--- config.mk ---
export PLATFORM = sky130hd
export DESIGN_NAME = uart_receiver
export DESIGN_NICKNAME = d
export VERILOG_FILES = /design/src/rtl/uart_receiver.sv
export SDC_FILE = /design/constraint.sdc
export NUM_CORES = 1
export LEC_CHECK = 0
export CORE_ASPECT_RATIO = 1.2
export CORE_MARGIN = 2
export CORE_UTILIZATION = 40
export DETAILED_ROUTE_END_ITERATION = 8
export PLACE_DENSITY = 0.6
export SLEW_MARGIN = 20
export SYNTH_ARGS = -nofsm -noshare
export SYNTH_HDL_FRONTEND = slang
export SYNTH_SLANG_ARGS = --single-unit
--- constraint.sdc ---
create_clock -name clk -period 4 [get_ports clk]
set_clock_uncertainty 0.05 [all_clocks]
set_input_delay 0.4 -clock clk [delete_from_list [all_inputs] [get_ports clk]]
set_output_delay 0.4 -clock clk [all_outputs]
set_load 0.05 [all_outputs]
--- src/rtl/uart_receiver.sv ---
// uart_receiver: oversampled UART receiver recovering 8N1 frames (LSB first) from an
// asynchronous rxd line using a shared x16 baud strobe.
//
// Optional feature: define UART_RX_PARITY_EN to add an even-parity bit between the data
// and stop bits. Without it, frames are plain 8N1 and parity_err is tied low.
//
// Ports:
//   clk        in   system clock, all logic on posedge
//   rst        in   synchronous active-high reset
//   rxd        in   asynchronous serial input, idle high
//   baud_x16   in   oversample strobe (rising edge detected internally)
//   rx_data    out  last good byte, updates only with rx_valid
//   rx_valid   out  one-cycle pulse, rx_data holds a new byte
//   rx_busy    out  high while a frame is in progress (state != IDLE)
//   frame_err  out  one-cycle pulse, stop bit sampled low
//   parity_err out  one-cycle pulse alongside rx_valid on parity mismatch
module uart_receiver #(
    parameter int unsigned OVERSAMPLE  = 16,
    parameter int unsigned DATA_BITS   = 8,
    parameter int unsigned SYNC_STAGES = 2
) (
    input  logic                 clk,
    input  logic                 rst,
    input  logic                 rxd,
    input  logic                 baud_x16,
    output logic [DATA_BITS-1:0] rx_data,
    output logic                 rx_valid,
    output logic                 rx_busy,
    output logic                 frame_err,
    output logic                 parity_err
);

    localparam int unsigned TW  = $clog2(OVERSAMPLE);
    localparam int unsigned BW  = $clog2(DATA_BITS);
    localparam int unsigned MID = OVERSAMPLE / 2;

    localparam logic [2:0] S_IDLE      = 3'd0;
    localparam logic [2:0] S_START     = 3'd1;
    localparam logic [2:0] S_DATA      = 3'd2;
`ifdef UART_RX_PARITY_EN
    localparam logic [2:0] S_PARITY    = 3'd3;
`endif
    localparam logic [2:0] S_STOP      = 3'd4;
    localparam logic [2:0] S_WAIT_HIGH = 3'd5;

    logic [SYNC_STAGES-1:0] sync_q;
    logic                   rxd_s;
    logic                   rxd_prev_q;
    logic                   baud_d_q;
    logic                   tick;

    logic [2:0]           state_q,    state_d;
    logic [TW-1:0]        tick_cnt_q, tick_cnt_d;
    logic [BW-1:0]        bit_cnt_q,  bit_cnt_d;
    logic [DATA_BITS-1:0] shreg_q,    shreg_d;
    logic [1:0]           samp_q,     samp_d;
    logic [DATA_BITS-1:0] rx_data_q,  rx_data_d;
    logic                 rx_valid_q, rx_valid_d;
    logic                 frame_err_q, frame_err_d;
    logic                 busy_q;

    logic maj;
    logic resolve;
    logic wrap;
    logic active;

`ifdef UART_RX_PARITY_EN
    logic par_bad_q,    par_bad_d;
    logic parity_err_q, parity_err_d;
`endif

    assign rxd_s = sync_q[SYNC_STAGES-1];
    assign tick  = baud_x16 & ~baud_d_q;

    // Only counting states sample the line; WAIT_HIGH just watches the level.
    assign active  = (state_q != S_IDLE) && (state_q != S_WAIT_HIGH);
    assign resolve = tick && active && (tick_cnt_q == TW'(MID + 1));
    assign wrap    = tick && active && (tick_cnt_q == TW'(OVERSAMPLE - 1));

    // 2-of-3 vote over the samples at MID-1, MID and the live value at MID+1.
    assign maj = (samp_q[0] & samp_q[1]) | (samp_q[0] & rxd_s) | (samp_q[1] & rxd_s);

    // Next-state and output logic.
    always_comb begin
        state_d     = state_q;
        tick_cnt_d  = tick_cnt_q;
        bit_cnt_d   = bit_cnt_q;
        shreg_d     = shreg_q;
        samp_d      = samp_q;
        rx_data_d   = rx_data_q;
        rx_valid_d  = 1'b0;
        frame_err_d = 1'b0;
`ifdef UART_RX_PARITY_EN
        par_bad_d    = par_bad_q;
        parity_err_d = 1'b0;
`endif

        if (tick && active) begin
            tick_cnt_d = wrap ? '0 : tick_cnt_q + TW'(1);
            if (tick_cnt_q == TW'(MID - 1)) samp_d[0] = rxd_s;
            if (tick_cnt_q == TW'(MID))     samp_d[1] = rxd_s;
        end

        case (state_q)
            S_IDLE: begin
                if (rxd_prev_q && !rxd_s) begin
                    state_d    = S_START;
                    tick_cnt_d = '0;
                    bit_cnt_d  = '0;
                end
            end
            S_START: begin
                // A start bit that votes high was a glitch: drop it silently.
                if (resolve && maj) begin
                    state_d = S_IDLE;
                end else if (wrap) begin
                    state_d = S_DATA;
                end
            end
            S_DATA: begin
                if (resolve) shreg_d = {maj, shreg_q[DATA_BITS-1:1]};
                if (wrap) begin
                    if (bit_cnt_q == BW'(DATA_BITS - 1)) begin
`ifdef UART_RX_PARITY_EN
                        state_d = S_PARITY;
`else
                        state_d = S_STOP;
`endif
                    end else begin
                        bit_cnt_d = bit_cnt_q + BW'(1);
                    end
                end
            end
`ifdef UART_RX_PARITY_EN
            S_PARITY: begin
                if (resolve) par_bad_d = (^shreg_q) ^ maj;
                if (wrap)    state_d   = S_STOP;
            end
`endif
            S_STOP: begin
                // Leave half a bit early so a back-to-back start edge is caught.
                if (resolve) begin
                    if (maj) begin
                        rx_data_d  = shreg_q;
                        rx_valid_d = 1'b1;
`ifdef UART_RX_PARITY_EN
                        parity_err_d = par_bad_q;
`endif
                        state_d = S_IDLE;
                    end else begin
                        frame_err_d = 1'b1;
                        state_d     = S_WAIT_HIGH;
                    end
                end
            end
            S_WAIT_HIGH: begin
                // Held-low line (break) must not look like a fresh start edge.
                if (rxd_s) state_d = S_IDLE;
            end
            default: state_d = S_IDLE;
        endcase
    end

    // Synchronizer, edge detectors and FSM registers.
    always_ff @(posedge clk) begin
        if (rst) begin
            sync_q      <= '1;
            rxd_prev_q  <= 1'b1;
            baud_d_q    <= 1'b0;
            state_q     <= S_IDLE;
            tick_cnt_q  <= '0;
            bit_cnt_q   <= '0;
            shreg_q     <= '0;
            samp_q      <= '0;
            rx_data_q   <= '0;
            rx_valid_q  <= 1'b0;
            frame_err_q <= 1'b0;
            busy_q      <= 1'b0;
`ifdef UART_RX_PARITY_EN
            par_bad_q    <= 1'b0;
            parity_err_q <= 1'b0;
`endif
        end else begin
            sync_q      <= {sync_q[SYNC_STAGES-2:0], rxd};
            rxd_prev_q  <= rxd_s;
            baud_d_q    <= baud_x16;
            state_q     <= state_d;
            tick_cnt_q  <= tick_cnt_d;
            bit_cnt_q   <= bit_cnt_d;
            shreg_q     <= shreg_d;
            samp_q      <= samp_d;
            rx_data_q   <= rx_data_d;
            rx_valid_q  <= rx_valid_d;
            frame_err_q <= frame_err_d;
            busy_q      <= (state_d != S_IDLE);
`ifdef UART_RX_PARITY_EN
            par_bad_q    <= par_bad_d;
            parity_err_q <= parity_err_d;
`endif
        end
    end

    assign rx_data   = rx_data_q;
    assign rx_valid  = rx_valid_q;
    assign frame_err = frame_err_q;
    assign rx_busy   = busy_q;
`ifdef UART_RX_PARITY_EN
    assign parity_err = parity_err_q;
`else
    assign parity_err = 1'b0;
`endif

endmodule

==> qor.csv <==
stage,metric,value,unit
status,status,"complete, no violations",
global_route,vias in the first global route,1127,
power,logic gate share of total power,4.6,%
setup_path,Worst path slowest cell,nor2b_1,
routing,ANT nets after route,0,
timing,fraction of the cycle the final worst path needs,58.84,%
logic_synthesis,synth warn,0,
final_layout,multi-input combinational cell area,814.5,µm²
clock_network,CTS tree,yes,
routing,total wire length,3113,µm
logic_synthesis,asr flop ratio synth,0,%
timing,slew of the pin with the lowest slew margin,947.4,ps
floorplanning,initial core utilization,42.55,%
clock_network,cts repair resizes,0,
final_layout,Synth-to-Final Area Change,16.08,%
timing,Hold Fails Final Rpt,0,
power,internal power,0.0004832,W
timing,setup ws final,1646,ps
clock_network,CTS Hold Bufs,0,
setup_path,CP endpoint kind,register,
floorplanning,FP Rows,24,
power,Clk pwr share,39.5,%
timing,Setup-failing EPs final,0,
global_route,global-route wire length before repair,5271,µm
clock_network,Root Buffer Master,clkbuf_8,
routing,vias,1154,
logic_synthesis,"EDFF count, synth",0,
final_layout,Final Instance Area,1824,µm²
logic_synthesis,Cell variety after synth,47,
floorplanning,IO Count,16,
power,maximum VDD drop,0.2692,mV
flow_run,# Max-Cap Violations,0,
floorplanning,Die Y,72.66,µm
timing,FMAX,424.9,MHz
final_layout,layout net count,184,
clock_network,clk slew on worst S/H paths,70,ps
floorplanning,Die X,61.22,µm
setup_path,crit-path max cell delay,700,ps
logic_synthesis,Yosys top cell area share,44.59,%
global_route,largest net degree at the start of global routing,29,
logic_synthesis,most common flop cell mapped by yosys,dfxtp_1,
routing,first-pass iteration count of the detailed router,4,
place,IO buf count,14,
hold_path,Hold Startpoint,sync_q[0],
setup_path,Worst R2R Start,baud_d_q,
clock_network,TritonCTS buffer count,5,
clock_network,number of clock sinks,35,
final_layout,layout cells sized above 1,11.93,%
logic_synthesis,Syn Inst Count,163,
final_layout,Fill cells,380,
clock_network,Skew-Pair Late Insertion Delay,290,ps
routing,WL/cell,13.65,µm
clock_network,H-tree depth,2,
final_layout,FF+latch area,700.7,µm²
power,switch share,23.92,%
setup_path,Critical Path RT,4090,ps
setup_path,worst path arrival time,2450,ps
place,RD Place Congestion,0.8209,
setup_path,CP Class,in2reg,
power,Leak Pwr,0.8025,nW
routing,DRC,0,
hold_path,Hold Crit Class,reg2reg,
global_route,Total Routing Usage GR,16.10,%
timing,max-slew headroom at the worst pin,36.64,%
timing,RSZ-0062 raised after global routing,no,
routing,DR iter-0 viols,26,
setup_path,CP Launch Type,input pin,
setup_path,crit path cell chain,"clkdlybuf4s50_1, nor2b_1, nand4_2, mux2i_1, nor2_1",
logic_synthesis,number of synthesized register bits,35,
routing,DR vias/cell,5.061,
floorplanning,die area,4448,µm²
timing,Max Slew Vio Count,0,
global_route,grt total ovfl,0,
final_layout,post-layout util,49.39,%
power,switching power,0.0001520,W
power,pwr dens,348.2,nW/µm²
floorplanning,Core Area,3694,µm²
logic_synthesis,"Cell Area, Synth",1572,µm²
global_route,initial antenna violation count,0,
place,Place WS,1316,ps
place,DP Area,1735,µm²
place,DPL Wire Length,2275,µm
setup_path,CP startpoint,baud_x16,
setup_path,r2r worst-path depth,4,
power,sequential power share,55.9,%
clock_network,# Post-CTS Setup Buffers,0,
hold_path,hold depth,1,
setup_path,crit-path max FO,11,
logic_synthesis,synth top area cells,"dfxtp_1 (45%), mux2i_1 (11%), nor2_1 (5.0%)",
logic_synthesis,post-synthesis sequential area ratio,44.59,%
logic_synthesis,Yosys top cell by area,dfxtp_1,
clock_network,worst-case clock buffer depth,2,
logic_synthesis,syn avg cell area,9.641,µm²
timing,post-layout min period,2354,ps
timing,Final TNS setup,0,ps
logic_synthesis,Synthesized Nets,172,
final_layout,antenna cell count,0,
worst max-delay path: cells and delay by family:
kind          cells  cell delay [ps]
simple gates      3             1280
buf+inv           1              470
mux               1              290
kinds of logic (layout without fill, tap and decap cells):
logic type / after synthesis / count (layout) / share of synthesized area (%)
adders and majority gates: 6 / 6 / 4.618
buffers and inverters: 13 / 26 / 3.582
AOI/OAI and AO/OA: 29 / 29 / 12.74
DFF: 35 / 35 / 44.59
and+or+nand+nor: 58 / 58 / 20.46
muxes: 19 / 19 / 12.18
other: 1 / 1 / 0.2386
xor gates and xnor gates: 2 / 2 / 1.593
layout by cell type (no fill, tap or decap), types with 3 or more instances in the layout:
cell / instances
a21oi_1: 8
clkbuf_8: 5
clkdlybuf4s50_1: 14
dfxtp_1: 35
ha_1: 5
inv_1: 4
mux2i_1: 18
nand2_1: 5
nand3_1: 3
nor2_1: 21
nor2b_1: 5
o21ai_0: 4
or2_2: 5
flip-flops by register name, indices dropped and copies added (netlist names):
name / count
baud_d_q: 1
bit_cnt_q: 3
frame_err: 1
rx_busy: 1
rx_data: 8
rx_valid: 1
rxd_prev_q: 1
samp_q: 2
shreg_q: 8
state_q: 3
sync_q: 2
tick_cnt_q: 4
power by group through the flow:
stage	logic (W)	clock network, W	registers [W]
finish	0.0000295	0.000251	0.000355
global route	0.0000330	0.000275	0.000355
CTS	0.0000298	0.000261	0.000355
detailed placement	0.0000297	0	0.000363
global placement	0.0000293	0	0.000363
floorplan	0.0000229	0	0.000363
layout make-up:
| cell class | count | share of cell area [%] |
|---|---|---|
| Inverter | 4 | 0.8230 |
| Clock inverter | 3 | 1.097 |
| Multi-Input combinational cell | 115 | 44.65 |
| Tap cell | 52 | 3.567 |
| Sequential cell | 35 | 38.41 |
| Timing Repair Buffer | 14 | 7.682 |
| Clock buffer | 5 | 3.772 |
synth_stat cells (all sizes together), types with 2 or more instances:
library cell  number
xor2               2
a21o               2
nand3              3
clkbuf             4
buf                5
nand4              2
nor2              21
o211ai             2
inv                4
a31oi              2
a21oi              8
dfxtp             35
nand2              5
nor3b              3
or3                2
or2                5
mux2i             18
ha                 5
nand2b             2
nor2b              5
nand3b             2
nor3               2
o21ai              5
a22o               2
stage by stage:
step	hold slack [ps]	total power, W	std cells
2_1_floorplan	339.5	0.0003856	163
3_3_place_gp	341.7	0.0003923	220
3_5_place_dp	356.0	0.0003929	220
4_1_cts	373.7	0.0006454	228
5_1_grt	381.5	0.0006630	228
6_report	367.2	0.0006352	228
path summary, 6_finish.rpt:
| kind | end | slack (ps) |
|---|---|---|
| worst min-delay path | sync_q[1] | 370 |
| worst max-delay path | rx_data[6] | 1650 |
| worst min register to register | sync_q[1] | 370 |
| worst max register to register | rx_data[6] | 1950 |
routing by layer:
metal / part of all wire, % / vias up / track usage, % / wire length (µm)
met4: 2.0 / 0 / 6.522 / 61
met2: 47 / 21 / 24.47 / 1470
met5: 0 / - / 0 / 0
met1: 46 / 532 / 21.14 / 1446
met3: 4.3 / 6 / 4.787 / 134
li1: - / 595 / - / -
Power figures use the tool's default switching activity.
